[config.mk]
export PLATFORM = sky130hd
export DESIGN_NAME = disp_scan
export DESIGN_NICKNAME = d
export VERILOG_FILES = /design/src/rtl/disp_scan_pkg.sv /design/src/rtl/disp_scan_bin2bcd.sv /design/src/rtl/disp_scan.sv
export SDC_FILE = /design/constraint.sdc
export NUM_CORES = 1
export LEC_CHECK = 0
export BUFFER_PORTS_ARGS = -buffer_cell sky130_fd_sc_hd__buf_2
export CAP_MARGIN = 20
export CORE_UTILIZATION = 60
export DETAILED_ROUTE_END_ITERATION = 10
export PLACE_DENSITY_LB_ADDON = 0.25
export SLEW_MARGIN = 30
export SYNTH_ARGS = -nofsm -noshare
export SYNTH_HDL_FRONTEND = slang
export SYNTH_SLANG_ARGS = --single-unit
[constraint.sdc]
create_clock -name clk -period 3.6 [get_ports clk]
set_input_delay 0.36 -clock clk [delete_from_list [all_inputs] [get_ports clk]]
set_output_delay 0.36 -clock clk [all_outputs]
set_load 0.005 [all_outputs]
[src/rtl/disp_scan_pkg.sv]
// Shared constants for the multiplexed display scanner: segment glyphs,
// default scan/blink rates and the converter state type.
package disp_scan_pkg;

  localparam int SCAN_DIV_DEFAULT    = 100000;
  localparam int BLINK_SLOTS_DEFAULT = 250;

  typedef logic [7:0] glyph_t;

  localparam glyph_t GLYPH_BLANK = 8'h00;
  localparam glyph_t GLYPH_MINUS = 8'h40;

  // Entry 9 listed first so that GLYPH_DIGITS[d] is the glyph for d.
  localparam logic [9:0][7:0] GLYPH_DIGITS = {
    8'h6F, 8'h7F, 8'h07, 8'h7D, 8'h6D, 8'h66, 8'h4F, 8'h5B, 8'h06, 8'h3F
  };

  typedef enum logic [1:0] {
    CONV_IDLE,
    CONV_SHIFT,
    CONV_DONE
  } conv_state_t;

  function automatic glyph_t digit_glyph(input logic [3:0] d);
    return (d <= 4'd9) ? GLYPH_DIGITS[d] : GLYPH_BLANK;
  endfunction

endpackage

[src/rtl/disp_scan_bin2bcd.sv]
// Sequential shift-add-3 binary to BCD converter: 12 shift cycles after
// start, then a one-cycle done with the four BCD digits held stable.
module bin2bcd
  import disp_scan_pkg::*;
(
  input  logic            clk,
  input  logic            rst,
  input  logic            start,
  input  logic [11:0]     bin_in,
  output logic            busy,
  output logic            done,
  output logic [3:0][3:0] bcd
);

  conv_state_t     state, state_nxt;
  logic [3:0]      cnt, cnt_nxt;
  logic [11:0]     sh_bin, bin_nxt;
  logic [3:0][3:0] sh_bcd, bcd_nxt, adj;
  logic [27:0]     shifted;

  always_ff @(posedge clk or negedge rst) begin
    if (!rst) begin
      state  <= CONV_IDLE;
      cnt    <= '0;
      sh_bin <= '0;
      sh_bcd <= '0;
    end else begin
      state  <= state_nxt;
      cnt    <= cnt_nxt;
      sh_bin <= bin_nxt;
      sh_bcd <= bcd_nxt;
    end
  end

  always_comb begin
    adj = sh_bcd;
    for (int i = 0; i < 4; i++) begin
      if (sh_bcd[i] >= 4'd5) adj[i] = sh_bcd[i] + 4'd3;
    end
    shifted   = {adj, sh_bin} << 1;
    state_nxt = state;
    cnt_nxt   = cnt;
    bin_nxt   = sh_bin;
    bcd_nxt   = sh_bcd;
    case (state)
      CONV_IDLE: begin
        if (start) begin
          state_nxt = CONV_SHIFT;
          cnt_nxt   = '0;
          bin_nxt   = bin_in;
          bcd_nxt   = '0;
        end
      end
      CONV_SHIFT: begin
        {bcd_nxt, bin_nxt} = shifted;
        cnt_nxt = cnt + 4'd1;
        if (cnt == 4'd11) state_nxt = CONV_DONE;
      end
      CONV_DONE: state_nxt = CONV_IDLE;
      default:   state_nxt = CONV_IDLE;
    endcase
  end

  assign busy = (state != CONV_IDLE);
  assign done = (state == CONV_DONE);
  assign bcd  = sh_bcd;

endmodule

[src/rtl/disp_scan.sv]
// Two-group 4-digit multiplexed LED display: signed balance on the right,
// mode number and sign on the left, with per-digit blinking.
module disp_scan
  import disp_scan_pkg::*;
#(
  parameter int SCAN_DIV    = SCAN_DIV_DEFAULT,
  parameter int BLINK_SLOTS = BLINK_SLOTS_DEFAULT
)
(
  input  logic        clk,
  input  logic        rst,
  input  logic        load,
  input  logic [10:0] value,
  input  logic [2:0]  mode_code,
  input  logic [7:0]  blink_mask,
  output logic        busy,
  output logic [3:0]  ena_l,
  output logic [3:0]  ena_r,
  output logic [7:0]  l_light,
  output logic [7:0]  r_light
);

  localparam int DW = (SCAN_DIV > 1) ? $clog2(SCAN_DIV) : 1;
  localparam int BW = (BLINK_SLOTS > 1) ? $clog2(BLINK_SLOTS) : 1;
  localparam logic [DW-1:0] DIV_LAST   = DW'(SCAN_DIV - 1);
  localparam logic [BW-1:0] BLINK_LAST = BW'(BLINK_SLOTS - 1);

  logic [11:0]     mag;
  logic            start, conv_done;
  logic [3:0][3:0] bcd;
  logic            neg_q;
  logic [2:0]      mode_q;
  glyph_t [3:0]    dig_r, dig_l;

  logic [DW-1:0]   div;
  logic            tick;
  logic [1:0]      idx, shown, slot_nxt;
  logic            active, active_nxt;
  logic            phase_on, phase_nxt;
  logic [BW-1:0]   blink_cnt;
  logic [3:0]      ena;
  glyph_t          r_nxt, l_nxt;

  // 12-bit magnitude so that -1024 converts as 1024.
  assign mag   = value[10] ? (12'd0 - {1'b1, value}) : {1'b0, value};
  assign start = load && !busy;

  bin2bcd u_conv (
    .clk    (clk),
    .rst    (rst),
    .start  (start),
    .bin_in (mag),
    .busy   (busy),
    .done   (conv_done),
    .bcd    (bcd)
  );

  always_ff @(posedge clk or negedge rst) begin
    if (!rst) begin
      neg_q  <= 1'b0;
      mode_q <= '0;
      dig_r  <= '0;
      dig_l  <= '0;
    end else begin
      if (start) begin
        neg_q  <= value[10];
        mode_q <= mode_code;
      end
      if (conv_done) begin
        dig_r[3] <= (bcd[3] == 4'd0) ? GLYPH_BLANK : digit_glyph(bcd[3]);
        dig_r[2] <= (bcd[3:2] == 8'd0) ? GLYPH_BLANK : digit_glyph(bcd[2]);
        dig_r[1] <= (bcd[3:1] == 12'd0) ? GLYPH_BLANK : digit_glyph(bcd[1]);
        dig_r[0] <= digit_glyph(bcd[0]);
        dig_l[3] <= digit_glyph({1'b0, mode_q});
        dig_l[2] <= GLYPH_BLANK;
        dig_l[1] <= GLYPH_BLANK;
        dig_l[0] <= neg_q ? GLYPH_MINUS : GLYPH_BLANK;
      end
    end
  end

  // The slot shown after a tick is the index before it advances, so the
  // first tick out of reset enables digit 0.
  always_comb begin
    tick       = (div == DIV_LAST);
    slot_nxt   = tick ? idx : shown;
    active_nxt = active | tick;
    phase_nxt  = (tick && blink_cnt == BLINK_LAST) ? ~phase_on : phase_on;
    r_nxt      = GLYPH_BLANK;
    l_nxt      = GLYPH_BLANK;
    if (active_nxt && (phase_nxt || !blink_mask[{1'b0, slot_nxt}]))
      r_nxt = dig_r[slot_nxt];
    if (active_nxt && (phase_nxt || !blink_mask[{1'b1, slot_nxt}]))
      l_nxt = dig_l[slot_nxt];
  end

  always_ff @(posedge clk or negedge rst) begin
    if (!rst) begin
      div       <= '0;
      idx       <= '0;
      shown     <= '0;
      active    <= 1'b0;
      phase_on  <= 1'b1;
      blink_cnt <= '0;
      ena       <= '0;
      r_light   <= '0;
      l_light   <= '0;
    end else begin
      div <= tick ? '0 : div + DW'(1);
      if (tick) begin
        idx       <= idx + 2'd1;
        blink_cnt <= (blink_cnt == BLINK_LAST) ? '0 : blink_cnt + BW'(1);
      end
      shown    <= slot_nxt;
      active   <= active_nxt;
      phase_on <= phase_nxt;
      ena      <= active_nxt ? (4'b0001 << slot_nxt) : 4'b0000;
      r_light  <= r_nxt;
      l_light  <= l_nxt;
    end
  end

  assign ena_l = ena;
  assign ena_r = ena;

endmodule
==> results.py, run 1 <==
metrics = {
    "run_status": {
        "status": "finished, final reports clean",
    },
    "place": {
        "dpl_cell_area_mm2": 0.00666,
        "hpwlAfterDp_mm": 9.20,
        "port_buffers": 47,
        "place_congestion": 0.903,
    },
    "logic_synthesis": {
        "syn_area_mm2": 0.00635,
        "ys_ff_latch": 123,
        "avgSynthCellArea_um2": 9.33,
        "synth-main-ff-cell": "dfrtp_1",
        "synth.distinct_cells": 60,
        "yosys_warnings": 0,
        "synth.most_common_cell": "dfrtp_1",
        "syn_inst": 681,
        "ys_seq_area_frac": 0.485,
        "async_reset_ff_frac": 1.00,
        "synth_top_area_frac": 0.481,
        "synth_edf_count": 0,
        "synth.area.top_cells": "dfrtp_1 (48%), ha_1 (6.1%), o21ai_0 (6.1%), nand2_1 (5.9%), nand3_1 (3.1%)",
        "ys_top_cells_by_count": "dfrtp_1 (122), nand2_1 (100), o21ai_0 (77)",
        "yosys.area.top_type": "dfrtp_1",
    },
    "cts": {
        "postCtsHoldBufs": 1,
        "cts_buffer_depth": 2,
        "cts_sinks": 123,
        "clock_latency_ns": 0.52,
        "htreeDepth": 4,
        "cts_resized": 0,
        "clk_pin_slew_worst_paths_ns": 0.06,
        "tritoncts": "yes",
        "postCtsSetupRepairBufs": 0,
        "root_buffer": "clkbuf_8",
        "cts_made_buffers": 17,
    },
    "timing": {
        "tightest_slew_ns": 0.959,
        "slew_violations": 0,
        "period_minus_slack_ns": 2.97,
        "final_hold_viol_count": 0,
        "rsz0062_at_grt": "no",
        "finalSetupViolations": 0,
        "tns_ns": 0,
        "whs_ns": 0.0414,
        "timing.slew.headroom": 0.359,
        "timing.final.crit_share": 0.826,
        "skew_ns": 0.00681,
        "fmax_mhz": 336,
    },
    "routing": {
        "viasPerCell": 5.67,
        "drt_drc_violations_left": 0,
        "wl_mm": 13.1,
        "routedWlPerCell_um": 15.0,
        "dr.first_iter.drc_count": 385,
        "antenna_left": 0,
        "firstDrtPassIters": 5,
        "num_vias": 4936,
    },
    "worst_setup_path": {
        "crit_path_end_kind": "flop",
        "path_max_fanout": 9,
        "worstPathArrival_ns": 3.38,
        "required_ns": 4.00,
        "setup.worst_path.class": "flop to flop",
        "startpoint_type": "flop",
        "crit_slowest_cell": "or4b_4",
        "worstPathCellList": "or4b_4 -> nor4_4 -> buf_4 -> and2_4 -> xnor2_2 -> clkinv_1 -> a221o_2 -> and3_1",
        "cpPeakStageDelay_ns": 0.58,
    },
    "finish": {
        "antenna_cells": 0,
        "synthToLayoutAreaGrowth_pct": 13.7,
        "utilization": 0.703,
        "nFillCells": 796,
        "drive_above_1_share": 0.142,
        "final_cell_area_mm2": 0.00722,
        "final_nets": 777,
    },
    "hold_path": {
        "hp-class": "input port to flop",
    },
    "grt": {
        "grt-ovfl-total": 0,
        "grt_pass1_vias": 4775,
        "grt_pass1_wl_mm": 22.6,
        "grt_antenna_before_repair": 0,
        "grt_usage": 0.260,
        "grt_max_degree": 64,
    },
    "power_and_ir_drop": {
        "p_int_w": 0.00316,
        "p_leak_nw": 3.49,
        "switching_power_w": 0.00176,
        "finalPower_w": 0.00492,
        "pwr-share-comb": 0.270,
        "cellPowerDensity_mw_per_mm2": 681,
        "irDropWorstVdd_mv": 0.510,
        "clkPwrFrac": 0.321,
        "switching_share": 0.359,
        "p_seq_frac": 0.408,
    },
    "run": {
        "maxCapViolCount": 0,
    },
    "floorplan": {
        "initial_core_util": 0.618,
        "die_y_um": 105,
        "placementRows": 37,
        "core_mm2": 0.0103,
        "ios": 50,
        "die_x_um": 105,
        "design.die.area_mm2": 0.0110,
    },
}
-- worst max-delay path, delay by kind of cell (launching register included) --
| family | cells | cell delay, ns |
|---|---|---|
| simple gates | 4 | 1.37 |
| compound gates | 1 | 0.46 |
| flops | 1 | 0.45 |
| buf+inv | 2 | 0.41 |
| xor+xnor | 1 | 0.17 |
-- sequential cells by signal (all words and copies together), names as in the netlist, 7 cells and up --
signal         cells
dig_l              8
blink_cnt          8
div               17
l_light            7
u_conv.sh_bin     12
dig_r             28
r_light            7
u_conv.bcd        16
-- area by class of cell --
class | count | area, µm² | area share
sequential | 123 | 3080 | 0.426
multi-input combinational | 491 | 2990 | 0.414
clock buffer | 17 | 414 | 0.0573
timing repair buffer | 57 | 315 | 0.0437
tap | 136 | 170 | 0.0236
clock inverter | 15 | 140 | 0.0194
inverter | 31 | 116 | 0.0161
-- final timing paths --
| kind | start | to | slack [ns] | depth (start not counted) |
|---|---|---|---|---|
| max | div[5]$_DFF_PN0_ | r_light[0]$_DFF_PN0_ | 0.63 | 8 |
| min in group asynchronous | rst | div[2]$_DFF_PN0_ | 0.47 | 2 |
| min | mode_code[2] | mode_q[2]$_DFFE_PN0P_ | 0.04 | 3 |
| max in group asynchronous | rst | phase_on$_DFF_PN1_ | 2.16 | 3 |
| max reg2reg | div[5]$_DFF_PN0_ | r_light[0]$_DFF_PN0_ | 0.63 | 8 |
| min reg2reg | dig_l[28]$_DFFE_PN0N_ | dig_l[28]$_DFFE_PN0N_ | 0.46 | 2 |
-- routing by layer --
| metal | wire, µm | GRT usage |
|---|---|---|
| met5 | 0 | 0 |
| met4 | 227 | 0.0956 |
| met3 | 613 | 0.0661 |
| met2 | 6390 | 0.419 |
| met1 | 5830 | 0.341 |
-- through the flow --
step | cells | setup WS (ns)
after floorplan | 682 | 1.09
after global placement | 837 | 0.753
after detailed placement | 837 | 0.686
after CTS | 870 | 0.659
after global routing | 870 | 0.443
final | 870 | 0.625
-- power by group through the flow --
stage	clock network (W)	logic [W]	registers, W
2_1_floorplan	0	0.00111	0.00187
3_3_place_gp	0	0.00127	0.00201
3_5_place_dp	0	0.00132	0.00203
4_1_cts	0.00160	0.00133	0.00201
5_1_grt	0.00167	0.00154	0.00205
6_report	0.00158	0.00133	0.00201
-- cell families after synthesis --
logic type / synth area share
adders and majority gates: 0.0611
muxes: 0.0150
DFF: 0.485
other: 0.000590
xor gates and xnor gates: 0.0439
buffers and inverters: 0.0453
AOI/OAI and AO/OA: 0.148
and+or+nand+nor: 0.201
-- layout by cell type, fill, tap and decap left out, types with 3 or more instances in the layout --
master / instances
nor2_1: 50
mux2i_1: 7
inv_1: 28
o21bai_1: 3
xnor2_1: 14
or3_1: 6
a21oi_1: 32
and2_1: 8
clkbuf_16: 16
nand4_1: 10
ha_1: 31
a22oi_1: 9
clkinvlp_4: 4
nand3_1: 39
and4_1: 4
dfrtp_1: 122
a22o_1: 3
nand4b_1: 3
nand2_1: 100
inv_6: 6
and3_1: 10
nor3_1: 8
o21ai_0: 77
a21o_1: 7
o31ai_1: 8
buf_4: 10
a31oi_1: 3
buf_2: 46
nor2b_1: 6
xor2_1: 16
nand2b_1: 6
Power figures use the tool's default switching activity.
==> run 2: changes to the inputs <==
--- a/config.mk
+++ b/config.mk
@@ -5,6 +5,7 @@
 export SDC_FILE = /design/constraint.sdc
 export NUM_CORES = 1
 export LEC_CHECK = 0
+export ABC_AREA = 1
 export BUFFER_PORTS_ARGS = -buffer_cell sky130_fd_sc_hd__buf_2
 export CAP_MARGIN = 20
 export CORE_UTILIZATION = 60
==> constraint.sdc (replaced) <==
create_clock -name clk -period 2.9 [get_ports clk]
set_input_delay 0.29 -clock clk [delete_from_list [all_inputs] [get_ports clk]]
set_output_delay 0.29 -clock clk [all_outputs]
set_load 0.005 [all_outputs]
==> run 2 against run 1 <==
  * Register-to-register slack worse by 0.13 ns
  * Cell count up 12%
  * Clock skew barely moved
  * Sequential share of layout area shrank 1.0 points
  * Final area grew 2.5%
  * Wire length grew 8.6%
  * Clock power rose by 43%
  * Critical path type unchanged
==> results.py, run 2 <==
metrics = {
    "run_status": {
        "status": "finished, final reports clean",
    },
    "routing": {
        "antenna_left": 0,
        "drt_drc_violations_left": 0,
        "wl_mm": 14.2,
        "dr.first_iter.drc_count": 435,
        "viasPerCell": 5.49,
        "routedWlPerCell_um": 14.6,
        "firstDrtPassIters": 6,
        "num_vias": 5335,
    },
    "grt": {
        "grt_usage": 0.268,
        "grt_max_degree": 58,
        "grt-ovfl-total": 0,
        "grt_antenna_before_repair": 0,
        "grt_pass1_wl_mm": 23.6,
        "grt_pass1_vias": 5092,
    },
    "timing": {
        "whs_ns": 0.0149,
        "fmax_mhz": 416,
        "timing.slew.headroom": 0.416,
        "tightest_slew_ns": 0.873,
        "timing.final.ws_setup_ns": 0.499,
        "final_hold_viol_count": 0,
        "skew_ns": 0.00724,
        "slew_violations": 0,
        "tns_ns": 0,
        "period_minus_slack_ns": 2.40,
        "finalSetupViolations": 0,
        "rsz0062_at_grt": "no",
        "timing.final.crit_share": 0.828,
    },
    "power_and_ir_drop": {
        "pwr-share-comb": 0.295,
        "cellPowerDensity_mw_per_mm2": 926,
        "irDropWorstVdd_mv": 0.704,
        "p_leak_nw": 3.80,
        "clkPwrFrac": 0.329,
        "finalPower_w": 0.00685,
        "p_int_w": 0.00444,
        "p_seq_frac": 0.375,
        "switching_power_w": 0.00241,
        "switching_share": 0.351,
    },
    "hold_path": {
        "holdPathEnd": "mode_q[1]$_DFFE_PN0P_",
        "hold_start": "mode_code[1]",
        "hold_path_depth": 3,
        "hp-class": "input port to flop",
    },
    "finish": {
        "synthToLayoutAreaGrowth_pct": 15.3,
        "largest_reg_flops": 28,
        "multi_input_area_mm2": 0.00283,
        "nFillCells": 778,
        "drive_above_1_share": 0.133,
        "seqCellArea_mm2": 0.00308,
        "antenna_cells": 0,
        "final_common_cell": "nand2_1",
        "max_flop_register": "dig_r",
        "final_cell_area_mm2": 0.00740,
        "final_nets": 878,
        "layout_common_cells": "nand2_1 (160), dfrtp_1 (122), inv_1 (95), nor2_1 (80), o21ai_0 (72)",
    },
    "floorplan": {
        "die_y_um": 105,
        "core_mm2": 0.0104,
        "die_x_um": 105,
        "placementRows": 37,
        "design.die.area_mm2": 0.0111,
        "initial_core_util": 0.619,
        "ios": 50,
    },
    "logic_synthesis": {
        "synth_edf_count": 0,
        "ys_ff_latch": 123,
        "synth_top_area_frac": 0.475,
        "async_reset_ff_frac": 1.00,
        "ys_seq_area_frac": 0.479,
        "synth.most_common_cell": "nand2_1",
        "synth.area.top_cells": "dfrtp_1 (48%), nand2_1 (9.3%), ha_1 (6.0%), o21ai_0 (5.6%), inv_1 (5.6%)",
        "synth.distinct_cells": 45,
        "yosys.area.top_type": "dfrtp_1",
        "syn_area_mm2": 0.00642,
        "synth-main-ff-cell": "dfrtp_1",
        "syn_inst": 772,
        "avgSynthCellArea_um2": 8.32,
        "ys_top_cells_by_count": "nand2_1 (160), dfrtp_1 (122), inv_1 (95)",
        "yosys_warnings": 0,
    },
    "cts": {
        "cts_buffer_depth": 2,
        "htreeDepth": 4,
        "cts_sinks": 123,
        "tritoncts": "yes",
        "clock_latency_ns": 0.51,
        "cts_made_buffers": 17,
        "cts_resized": 0,
        "postCtsHoldBufs": 2,
        "root_buffer": "clkbuf_8",
        "postCtsSetupRepairBufs": 0,
        "clk_pin_slew_worst_paths_ns": 0.06,
    },
    "place": {
        "dp_slack_ns": 0.590,
        "hpwlAfterDp_mm": 9.48,
        "port_buffers": 47,
        "dpl_cell_area_mm2": 0.00675,
        "place_congestion": 0.872,
    },
    "worst_setup_path": {
        "reg2reg_slack_ns": 0.50,
        "setup.worst_path.class": "flop to flop",
        "worstPathCellList": "ha_1 -> nand2_1 -> nor2_1 -> nand3_1 -> nor2_1 -> nand3_2 -> nand2_4 -> inv_2 -> nand2_1 -> nand2_1 -> nand2_1 -> nand2_1 -> a21oi_1",
        "cpPeakStageDelay_ns": 0.40,
        "cpMostUsedCell": "nand2_1",
        "crit_path_end_kind": "flop",
        "r2r_end": "l_light[6]$_DFF_PN0_",
        "startpoint_type": "flop",
        "critPathTopFamily": "simple AND/OR/NAND/NOR gates",
        "rr_worst_depth": 13,
        "worstPathBufferInverterCount": 1,
        "required_ns": 3.33,
        "crit_slowest_cell": "dfrtp_1",
        "r2r-start": "div[0]$_DFF_PN0_",
        "path_max_fanout": 28,
        "worstPathArrival_ns": 2.83,
    },
    "run": {
        "maxCapViolCount": 0,
    },
}
[run 2: cell count changes in the layout (fill, tap and decap cells not counted), moves of 6 or more]
cell,delta
and2_1,-8
and3_1,-10
inv_1,+67
inv_6,-6
mux2i_1,-7
nand2_1,+60
nand2b_1,-6
nor2_1,+30
nor2b_1,-6
o22ai_1,+14
or3_1,-6
xnor2_1,-10
[run 2: logic make-up after synthesis]
group	synth area share
AO/OA/AOI/OAI	0.137
XOR/XNOR	0.0232
adder cells (fa/ha/maj)	0.0604
buffers and inverters	0.0804
flip-flops	0.479
other	0.000584
AND/OR/NAND/NOR	0.219
[run 2: worst max-delay path by stage]
stage	from	to	slack [ns]	cells past startpoint
after detailed placement	div[0]$_DFF_PN0_	l_light[6]$_DFF_PN0_	0.59	13
final	div[0]$_DFF_PN0_	l_light[6]$_DFF_PN0_	0.50	13
after global routing	div[0]$_DFF_PN0_	l_light[6]$_DFF_PN0_	0.27	13
after floorplan	div[0]$_DFF_PN0_	l_light[0]$_DFF_PN0_	1.12	12
after CTS	div[0]$_DFF_PN0_	l_light[6]$_DFF_PN0_	0.55	13
after global placement	div[0]$_DFF_PN0_	l_light[0]$_DFF_PN0_	0.71	12
[run 2: layer usage]
| layer | track usage | vias up | wire, µm |
|---|---|---|---|
| met5 | 0 | - | 0 |
| met4 | 0.0976 | 0 | 274 |
| met3 | 0.0513 | 31 | 512 |
| met2 | 0.458 | 148 | 7230 |
| met1 | 0.340 | 2536 | 6170 |
| li1 | - | 2620 | - |
[run 2: area by class of cell]
cell class / instances / area share
clock inverter: 12 / 0.0265
tap: 136 / 0.0230
clock buffer: 20 / 0.0588
multi-input combinational: 525 / 0.382
sequential: 123 / 0.416
inverter: 100 / 0.0507
timing repair buffer: 55 / 0.0426
[run 2: power groups by stage]
stage               clock network, W  logic (W)  registers [W]
finish                       0.00226    0.00202        0.00257
global route                 0.00236    0.00231        0.00263
CTS                          0.00227    0.00202        0.00256
detailed placement                 0    0.00197        0.00258
global placement                   0    0.00188        0.00257
floorplan                          0    0.00156        0.00245
[run 2: tightest hold or removal path, delay by kind of cell]
family | cells | cell delay, ns
buf+inv | 1 | 0.09
compound gates | 1 | 0.06
simple gates | 1 | 0.05
[run 2: through the flow]
stage / util / cells
after detailed placement: 0.651 / 937
after global placement: 0.651 / 937
final: 0.714 / 971
after CTS: 0.714 / 971
after floorplan: - / 773
after global routing: 0.714 / 971
==> run 3: changes to the inputs <==
==> constraint.sdc (replaced) <==
create_clock -name clk -period 2.28 [get_ports clk]
set_input_delay 0.228 -clock clk [delete_from_list [all_inputs] [get_ports clk]]
set_output_delay 0.228 -clock clk [all_outputs]
set_load 0.005 [all_outputs]
==> run 3 against run 2 <==
  * Final area is 1.8% higher
  * Total power is 23% higher
  * Highest routed layer unchanged
  * Sequential share of layout area is 0.75 points lower
  * Fmax is 12% higher
  * Clock skew is 0.00070 ns lower
  * Critical path depth stayed put
  * Clock power is 14% higher
  * Utilization is 1.3 points higher
  * Worst setup slack worse by 0.36 ns
  * Cell count is 1.5% higher
  * Critical path type unchanged
  * Count of clock-buffer cells in the layout is 5 higher
==> results.py, run 3 (synthesis results as in run 2) <==
metrics = {
    "run_status": {
        "status": "finished, final reports clean",
    },
    "timing": {
        "timing.final.ws_setup_ns": 0.138,
        "fmax_mhz": 467,
        "slew_violations": 0,
        "tightest_slew_ns": 0.594,
        "final_hold_viol_count": 0,
        "timing.slew.headroom": 0.604,
        "skew_ns": 0.00654,
        "period_minus_slack_ns": 2.14,
        "timing.final.crit_share": 0.939,
        "finalSetupViolations": 0,
    },
    "hold_path": {
        "hp-class": "input port to flop",
    },
    "floorplan": {
        "die_y_um": 105,
        "design.die.area_mm2": 0.0111,
        "placementRows": 37,
        "die_x_um": 105,
        "core_mm2": 0.0104,
        "initial_core_util": 0.619,
        "ios": 50,
    },
    "power_and_ir_drop": {
        "clkPwrFrac": 0.306,
        "cellPowerDensity_mw_per_mm2": 1110,
        "switching_share": 0.353,
        "irDropWorstVdd_mv": 0.837,
        "finalPower_w": 0.00840,
        "pwr-share-comb": 0.305,
        "p_int_w": 0.00544,
        "p_leak_nw": 3.85,
        "p_seq_frac": 0.389,
        "switching_power_w": 0.00297,
    },
    "finish": {
        "largest_reg_flops": 28,
        "drive_above_1_share": 0.146,
        "final_nets": 893,
        "layout_common_cells": "nand2_1 (160), dfrtp_1 (122), inv_1 (94), nor2_1 (79), o21ai_0 (72)",
        "synthToLayoutAreaGrowth_pct": 17.4,
        "max_flop_register": "dig_r",
        "finalNonFillerCells": 986,
        "nFillCells": 769,
        "final_common_cell": "nand2_1",
        "antenna_cells": 0,
        "multi_input_area_mm2": 0.00286,
        "seqCellArea_mm2": 0.00308,
    },
    "cts": {
        "cts_sinks": 123,
        "clock_latency_ns": 0.52,
        "tritoncts": "yes",
        "clk_pin_slew_worst_paths_ns": 0.05,
        "root_buffer": "clkbuf_8",
        "cts_made_buffers": 17,
        "htreeDepth": 4,
        "cts_buffer_depth": 2,
    },
    "worst_setup_path": {
        "reg2reg_slack_ns": 0.14,
        "path_max_fanout": 8,
        "cpMostUsedCell": "nand2_1",
        "crit_path_end_kind": "flop",
        "worstPathArrival_ns": 2.58,
        "required_ns": 2.71,
        "crit_slowest_cell": "dfrtp_1",
        "setup.worst_path.class": "flop to flop",
        "cpPeakStageDelay_ns": 0.43,
        "worstPathCellList": "ha_4 -> nand2_1 -> nor2_2 -> nand3_1 -> nor2_1 -> nand3_2 -> nand2_4 -> inv_2 -> nand2_1 -> nand2_1 -> nand2_1 -> nand2_1 -> a21oi_1",
        "startpoint_type": "flop",
    },
    "place": {
        "place_congestion": 0.923,
        "hpwlAfterDp_mm": 9.23,
        "dp_slack_ns": 0.0226,
        "dp_cells": 942,
        "port_buffers": 47,
    },
    "routing": {
        "drt_drc_violations_left": 0,
        "routedWlPerCell_um": 13.6,
        "dr.first_iter.drc_count": 443,
        "antenna_left": 0,
        "num_vias": 5352,
        "firstDrtPassIters": 5,
        "wl_mm": 13.4,
        "viasPerCell": 5.43,
    },
    "grt": {
        "grt_antenna_before_repair": 0,
        "grt-ovfl-total": 0,
        "grt_pass1_vias": 5148,
        "grt_pass1_wl_mm": 22.8,
        "grt_usage": 0.259,
        "grt_max_degree": 46,
    },
    "run": {
        "maxCapViolCount": 0,
    },
}
run 3: cell count changes in the layout (fill, tap and decap cells not counted), moves of 2 or more:
cell           before  now
dlygate4sd3_1       2    5
clkbuf_8            2    5
buf_4               6   14
bufinv_16           5    2
buf_12              1    4
clkbuf_1            2    4
run 3: layout make-up:
| type | count | share of cell area |
|---|---|---|
| clock buffer | 25 | 0.0642 |
| clock inverter | 7 | 0.0116 |
| inverter | 100 | 0.0506 |
| multi-input combinational | 525 | 0.379 |
| sequential | 123 | 0.408 |
| tap | 136 | 0.0226 |
| timing repair buffer | 70 | 0.0632 |
run 3: repair_timing:
item | in CTS | in global routing
pin swaps | 0 | 1
endpoints found under the hold margin | 47 | 0
setup buffers | 2 | 5
endpoints found under the setup margin | 10 | 16
resized for setup | 2 | 6
hold buffers | 5 | 0
run 3: metrics by stage:
stage | hold slack, ns | cell area [µm²] | setup TNS (ns) | utilization
3_3_place_gp | 0.267 | 6800 | 0 | 0.656
6_report | 0.0231 | 7540 | 0 | 0.727
3_5_place_dp | 0.275 | 6800 | 0 | 0.656
2_1_floorplan | -0.0676 | 6430 | 0 | -
4_1_cts | 0.000836 | 7460 | 0 | 0.719
5_1_grt | 0.0101 | 7540 | -0.123 | 0.727
run 3: worst max-delay path: cells and delay by family, from the launching register on:
family,cells,cell delay [ns]
flops,1,0.43
compound gates,1,0.19
fa+ha+maj,1,0.20
buf+inv,1,0.11
simple gates,10,1.13
run 3: path summary, 6_finish.rpt:
check                                    startpoint                      endpoint  cells after the start
max in group asynchronous                       rst            phase_on$_DFF_PN1_                      3
min in group asynchronous                       rst             div[13]$_DFF_PN0_                      2
min                                        value[2]  u_conv.sh_bin[2]$_DFFE_PN0P_                      3
max reg2reg                        div[0]$_DFF_PN0_          l_light[5]$_DFF_PN0_                     13
max                                div[0]$_DFF_PN0_          l_light[5]$_DFF_PN0_                     13
min reg2reg                blink_cnt[7]$_DFFE_PN0N_      blink_cnt[7]$_DFFE_PN0N_                      1
run 3: layer usage:
layer	GRT usage	part of all wire	vias up
li1	-	-	2660
met1	0.316	0.44	2514
met2	0.437	0.50	158
met3	0.0730	0.044	20
met4	0.0926	0.014	0
met5	0	0	-
run 3: power groups by stage:
| stage | Combinational [W] | Clock (W) | Sequential, W |
|---|---|---|---|
| floorplan | 0.00198 | 0 | 0.00312 |
| global placement | 0.00242 | 0 | 0.00326 |
| detailed placement | 0.00251 | 0 | 0.00329 |
| CTS | 0.00256 | 0.00262 | 0.00326 |
| global route | 0.00295 | 0.00271 | 0.00334 |
| finish | 0.00256 | 0.00257 | 0.00327 |
